$ cat src/rtl/apb_regfile_slave_ws.sv
// APB4 completer with a word-addressed register file, programmable wait states,
// byte strobes, a read-only ID word at address 0 and PSLVERR on bad accesses.
`timescale 1ns/1ps
module apb_regfile_slave_ws #(
  parameter int          ADDR_WIDTH  = 5,
  parameter int          DATA_WIDTH  = 32,
  parameter int          DEPTH       = 32,
  parameter int          WAIT_STATES = 1,
  parameter logic [31:0] ID_VALUE    = 32'h0000_0001
) (
  input  logic                    PCLK,
  input  logic                    PRESETn,
  input  logic                    PSEL,
  input  logic                    PENABLE,
  input  logic [ADDR_WIDTH-1:0]   PADDR,
  input  logic                    PWRITE,
  input  logic [DATA_WIDTH-1:0]   PWDATA,
  input  logic [DATA_WIDTH/8-1:0] PSTRB,
  output logic [DATA_WIDTH-1:0]   PRDATA,
  output logic                    PREADY,
  output logic                    PSLVERR
);

  localparam int         NB      = DATA_WIDTH / 8;
  localparam int         NWORDS  = 2 ** ADDR_WIDTH;
  localparam logic [3:0] WS_LOAD = (WAIT_STATES > 0) ? 4'(WAIT_STATES - 1) : 4'd0;

  typedef enum logic [1:0] {IDLE, WAIT, DONE} state_t;

  state_t                  state_reg;
  logic [ADDR_WIDTH-1:0]   addr_reg;
  logic                    write_reg;
  logic [DATA_WIDTH-1:0]   wdata_reg;
  logic [NB-1:0]           strb_reg;
  logic                    err_reg;
  logic [3:0]              cnt_reg;
  logic                    setup_err;
  logic                    commit;
  logic [DATA_WIDTH-1:0]   rd_vec [NWORDS];

  // Out-of-range check is done one bit wider so DEPTH == 2**ADDR_WIDTH works.
  assign setup_err = ({1'b0, PADDR} >= (ADDR_WIDTH + 1)'(DEPTH)) || (PWRITE && (PADDR == '0));
  assign commit    = (state_reg == DONE) && PSEL && PENABLE && write_reg && !err_reg;

  genvar gi;
  generate
    for (gi = 0; gi < NWORDS; gi++) begin : g_word
      if (gi == 0) begin : g_id
        assign rd_vec[gi] = DATA_WIDTH'(ID_VALUE);
      end else if (gi < DEPTH) begin : g_reg
        logic [DATA_WIDTH-1:0] word_reg;
        always_ff @(posedge PCLK or negedge PRESETn) begin
          if (!PRESETn) begin
            word_reg <= '0;
          end else if (commit && (addr_reg == ADDR_WIDTH'(gi))) begin
            for (int b = 0; b < NB; b++) begin
              if (strb_reg[b]) word_reg[8*b +: 8] <= wdata_reg[8*b +: 8];
            end
          end
        end
        assign rd_vec[gi] = word_reg;
      end else begin : g_unimpl
        assign rd_vec[gi] = '0;
      end
    end
  endgenerate

  always_ff @(posedge PCLK or negedge PRESETn) begin
    if (!PRESETn) begin
      state_reg <= IDLE;
      addr_reg  <= '0;
      write_reg <= 1'b0;
      wdata_reg <= '0;
      strb_reg  <= '0;
      err_reg   <= 1'b0;
      cnt_reg   <= '0;
      PREADY    <= 1'b0;
      PSLVERR   <= 1'b0;
      PRDATA    <= '0;
    end else begin
      case (state_reg)
        IDLE: begin
          if (PSEL && !PENABLE) begin
            addr_reg  <= PADDR;
            write_reg <= PWRITE;
            wdata_reg <= PWDATA;
            strb_reg  <= PSTRB;
            err_reg   <= setup_err;
            if (WAIT_STATES == 0) begin
              state_reg <= DONE;
              PREADY    <= 1'b1;
              PSLVERR   <= setup_err;
              PRDATA    <= (!PWRITE && !setup_err) ? rd_vec[PADDR] : '0;
            end else begin
              cnt_reg   <= WS_LOAD;
              state_reg <= WAIT;
            end
          end
        end
        WAIT: begin
          if (!PSEL) begin
            state_reg <= IDLE;
          end else if (cnt_reg == '0) begin
            state_reg <= DONE;
            PREADY    <= 1'b1;
            PSLVERR   <= err_reg;
            PRDATA    <= (!write_reg && !err_reg) ? rd_vec[addr_reg] : '0;
          end else begin
            cnt_reg <= cnt_reg - 4'd1;
          end
        end
        DONE: begin
          // The write itself is committed by the word registers on this same edge.
          if (!PSEL || PENABLE) begin
            state_reg <= IDLE;
            PREADY    <= 1'b0;
            PSLVERR   <= 1'b0;
            PRDATA    <= '0;
          end
        end
        default: state_reg <= IDLE;
      endcase
    end
  end

endmodule

$ cat config.mk
export PLATFORM = sky130hd
export DESIGN_NAME = apb_regfile_slave_ws
export DESIGN_NICKNAME = d
export VERILOG_FILES = /design/src/rtl/apb_regfile_slave_ws.sv
export SDC_FILE = /design/constraint.sdc
export NUM_CORES = 2
export LEC_CHECK = 0
export ABC_AREA = 1
export BUFFER_PORTS_ARGS = -buffer_cell sky130_fd_sc_hd__buf_2
export CAP_MARGIN = 10
export CORE_MARGIN = 5
export CORE_UTILIZATION = 28
export DETAILED_ROUTE_END_ITERATION = 6
export PLACE_DENSITY_LB_ADDON = 0.2
export SLEW_MARGIN = 10
export SYNTH_ARGS = -nofsm -noshare
export SYNTH_HDL_FRONTEND = slang
export SYNTH_SLANG_ARGS = --single-unit
$ cat constraint.sdc
create_clock -name PCLK -period 1.9 [get_ports PCLK]
set_input_delay 0.19 -clock PCLK [delete_from_list [all_inputs] [get_ports PCLK]]
set_output_delay 0.19 -clock PCLK [all_outputs]
set_load 0.02 [all_outputs]
Word-level counts from Yosys, hierarchy flattened
Cells that the tools add are included.

word-level totals
  bits in registers = 1075
  output and inout bits = 34
  logic and storage cells = 376

cells by class
  add/subtract/negate cells = 1
  order comparisons = 1
  equality and inequality tests = 39
  muxes and demuxes = 24
  bitwise logic cells = 1
  reductions and logical operators = 176

operators with widths
  operator              count
  $reduce_and A2 Y1     125
  $mux W32              6
  $bmux W32 S5          1
  $eq A5 B5 Y1 const B  16
  $pmux W32 S2          1
  $eq A5 B4 Y1 const B  8
  $logic_and A1 B1 Y1   38
  $eq A5 B3 Y1 const B  4
  $mux W4               3
  $eq A5 B2 Y1 const B  2
  $mux W2               4
  $ne A2 B2 Y1 const B  4
  $pmux W4 S2           1
  $reduce_and A4 Y1     2
  $ge A6 B6 Y1 const B  1
  $not A5 Y6            1
  $pmux W2 S3           1
  $eq A5 B1 Y1 const B  1
  $logic_not A5 Y1      1
  $mux W1               5
  $logic_not A1 Y1      4
  $logic_not A4 Y1      1
  $pmux W1 S2           2
  $reduce_bool A2 Y1    2
  other kinds (8)       8

Longest topological paths before layout
  depth in word-level cells = 8
  depth in mapped cells = 14

Least setup slack after synthesis
OpenSTA, ideal clock, no wires.

  path kind = register -> register
  start point = reg addr_reg[0]
  end point = reg g_word[28].g_reg.word_reg[13]
  arrival time = 1.538 ns
  required time = 1.766 ns
  path slack = 0.228 ns
  cell stages (with the launch flop) = 10
  path buffers = 3
  path through = dfrtp_1 > buf_4 > nor2_1 > buf_4 > nand2_1 > nor2_1 > nand2_1 > buf_2 > nand2_1 > o21ai_0

on the way
  longest elaborated chain between the ends = 3

RTL lines
  item                            RTL line  RTL
  start: declaration              31        logic [ADDR_WIDTH-1:0] addr_reg;
  start signal: assignment        71        addr_reg <= '0;
  start signal: assignment        84        addr_reg <= PADDR;
  $eq A5 B5 Y1                    55        end else if (commit && (addr_reg == ADDR_WIDTH'(gi))) begin
  $logic_and A1 B1 Y1             55
  $reduce_and A2 Y1 (no line)     -
  end signal: indexed assignment  57        if (strb_reg[b]) word_reg[8*b +: 8] <= wdata_reg[8*b +: 8];
  end: declaration                51        logic [DATA_WIDTH-1:0] word_reg;

Every way passes these cells.
A chain may end at the register's enable or synchronous reset.

Worst setup path in the final report
  start point = reg addr_reg[1]
  end point = reg PRDATA[26]

on the way
  longest elaborated chain between the ends = 8

RTL lines
  item                                         RTL line  RTL
  $not A5 Y6 (implied by the code)             107       PRDATA <= (!write_reg && !err_reg) ? rd_vec[addr_reg] : '0;
  $bmux W32 S5                                 107
  $mux W32 (implied by the code) (2 in a row)  107
  $mux W32                                     107
  $mux W32                                     103       end else if (cnt_reg == '0) begin
  $mux W32                                     101       if (!PSEL) begin
  $pmux W32 S2                                 81        case (state_reg)
  end signal: assignment                       93        PRDATA <= (!PWRITE && !setup_err) ? rd_vec[PADDR] : '0;
  end signal: assignment                       107
  end: declaration                             19        output logic [DATA_WIDTH-1:0] PRDATA,

Every way passes these cells. The select of a mux whose other input is x is not followed.

==> metrics.md <==
| Metric | Value |
|---|---|
| Status | finished with violations |
| Violated checks | setup timing |
| Seq cells post-synth | 1,075 |
| Min cycle time layout | 2.10 ns |
| CTS tree | done |
| Hold Fails Final Rpt | 0 |
| Layout cells sized above 1 | 17.5% |
| Total gr overflow | 0 |
| Worst-Margin Slew | 1.02 ns |
| Area of the multi-input gates | 21,400 sq um |
| Core area | 172,000 sq um |
| Syn Area/Cell | 7.75 sq um |
| Row count | 152 |
| Clock root cell | clkbuf_16 |
| Design area | 64,300 sq um |
| WHS | 0.218 ns |
| Place WS | -0.442 ns |
| Synth unique cells | 25 |
| Ys async rst share | 100% |
| Clk_lat worst skew | 0.74 ns |
| Port bufs | 79 |
| Bufs on Longest Clock Path | 3 |
| Clock Pin Slew Worst Setup and Hold Paths | 0.06 ns |
| Syn Std Cell Area | 48,400 sq um |
| Filler cell count | 17.6k |
| Final Power | 75.5 mW |
| Maximum VDD drop | 0.722 mV |
| Placed insts | 8,658 |
| Initial antenna violation count | 1 |
| DRT iter0 DRCs | 3,478 |
| R2R depth | 11 |
| Setup TNS Final | -82.24 ns |
| Post-DP Area | 55,800 sq um |
| CTS HTree Levels | 3 |
| Vias in the first global route | 41.6k |
| Gr usage total | 19.2% |
| DP Wirelength | 112 mm |
| RSZ-0062 raised after global routing | yes |
| Largest family of logic cells by synthesized area | simple AND/OR/NAND/NOR gates |
| First-pass GRT wire length | 271 mm |
| Worst setup margin | -0.205 ns |
| I/O pin cnt | 80 |
| Leading area contributor after synthesis | dfrtp_1 |
| Largest net degree at the start of global routing | 84 |
| P&R area growth vs syn | 33.0% |
| Initial Util | 28.2% |
| Max cap viols | 0 |
| Synth warn | 0 |
| Chip height | 426 um |
| Critical path launch point type | flop |
| Syn Nets | 6,293 |
| CP Data Arrival Time | 2.71 ns |
| Ys flop type | dfrtp_1 |
| Power per cell area | 1170 nW/um^2 |
| Layout Nets | 6,672 |
| CP required | 2.50 ns |
| Reg area | 26,900 sq um |
| Post-synth EDFFs | 0 |
| Via density | 4.73 |
| Proportion of synthesized area in mux cells | 0% |
| Yosys top cell area share | 55.6% |
| Final Wtd Congestion | 0.835 |
| Sink Count | 1,075 |
| Worst-path maximum fanout | 31 |
| Final setup vio count | 984 |
| Slew headroom | 31.9% |
| Post-synthesis xor/xnor area fraction | 0% |
| DIE AREA | 181,000 sq um |
| Final std cells w/o fill | 9,025 |
| Max Freq | 0.475 GHz |
| Final period util | 111% |
| Die Span X | 426 um |
| Initial DRT Pass Iterations | 7 |
| CP endpoint kind | flop |
| Adder-Cell Fraction of Synth Area | 0.0517% |
| DR vias | 42.7k |
| Skew final | 0.0327 ns |
| DR DRC count | 0 |
| Wire per inst | 19.9 um |
| Most frequent cells in the layout | nand2_1 (2,890), dfrtp_1 (1,073), o21ai_0 (779) |
| Final wirelength | 180 mm |
| Pleak | 30.9 nW |
| Final Util | 37.5% |
| Kind of critical path | reg2reg |
| Routed Antenna Nets | 0 |
| Cells after Synth | 6,245 |
| Complex-gate fraction of the synthesized area | 11.2% |
| Worst hold path type | in2async |
| Max reg flops | 992 |
| Simple-Gate Fraction of Synth Area | 29.0% |
| Total CTS buffers | 119 |
| Seq/Total Area, Yosys | 55.6% |
| Leading cell type in the layout, fill and taps excluded | nand2_1 |
| Synth area leaders | dfrtp_1 (56%), nand2_1 (24%), o21ai_0 (9.6%), nand3_1 (2.4%), clkbuf_1 (2.1%) |
| Max-slew violations | 0 |
==> repair_timing <==
item                                    in CTS  in global routing
endpoints found under the setup margin    1015               1024
pin swaps                                   35                 63
endpoints found under the hold margin      835                  0
hold buffers                                49                  0
cloned                                      22                 28
gates resized for setup                    194                575
buffers inserted                            53                 20
==> final cells by class <==
class / count / area share [%]
diodes: 2 / 0.00778
clock buffers: 176 / 5.53
clock inverters: 34 / 0.616
inverters: 80 / 0.566
multi-input cells: 4667 / 33.2
flip-flops and latches: 1075 / 41.8
well taps: 2310 / 4.49
repair buffers: 680 / 13.8
repair inverters: 1 / 0.0136
==> per-layer routing <==
layer	GRT usage, %	vias to the layer above	routed length (um)
met3	1.68	206	6550
met2	31.1	912	83700
met1	27.4	20900	84700
met5	0	-	0
li1	-	20700	-
met4	5.67	0	4560
==> synth_stat cells (2+ instances only) <==
master	count
nand2_1	3081
dfrtp_1	1075
o21ai_0	927
clkbuf_1	266
nand3_1	236
nor2_1	209
buf_2	112
o21ai_1	92
inv_1	70
a21oi_1	57
buf_1	40
nand4_1	21
nor3_2	20
nor2_2	14
inv_2	9
buf_4	3
buf_6	2
ha_1	2
nor3_1	2
o22ai_1	2
==> logic make-up after synthesis <==
logic type / Yosys count
buf+inv: 503
compound gates: 1078
fa+ha+maj: 2
simple gates: 3587
flops: 1075
==> worst max-delay path, cell delays in order, from the launching register on <==
cell and delay [ns]:
dfrtp_4 0.51, buf_12 0.16, nand2_4 0.17, inv_16 0.08, buf_12 0.19, buf_4 0.18
nand2_1 0.05, nand4_1 0.17, nand2_1 0.11, nand3_1 0.13, nand3_1 0.12, nand2_1 0.05
==> power by group <==
part | switching, mW | leakage (nW) | internal (mW) | total, mW
clock network | 9.78 | 1.96 | 13.9 | 23.7
registers | 0.887 | 14.9 | 24.0 | 24.9
logic | 18.8 | 14.0 | 8.02 | 26.9
==> final timing paths <==
kind                                                      startpoint                                         to  slack [ns]
min                                                          PRESETn                   state_reg[1]$_DFFE_PN0P_        0.22
max in group asynchronous                                    PRESETn  g_word[25].g_reg.word_reg[20]$_DFFE_PN0P_        0.65
min in group PCLK                                         PWDATA[14]                  wdata_reg[14]$_DFFE_PN0P_        0.22
max                                          addr_reg[1]$_DFFE_PN0P_                     PRDATA[26]$_DFFE_PN0P_       -0.20
max reg2reg                                  addr_reg[1]$_DFFE_PN0P_                     PRDATA[26]$_DFFE_PN0P_       -0.20
min reg2reg                g_word[16].g_reg.word_reg[27]$_DFFE_PN0P_  g_word[16].g_reg.word_reg[27]$_DFFE_PN0P_        0.47
Power figures use the tool's default switching activity.
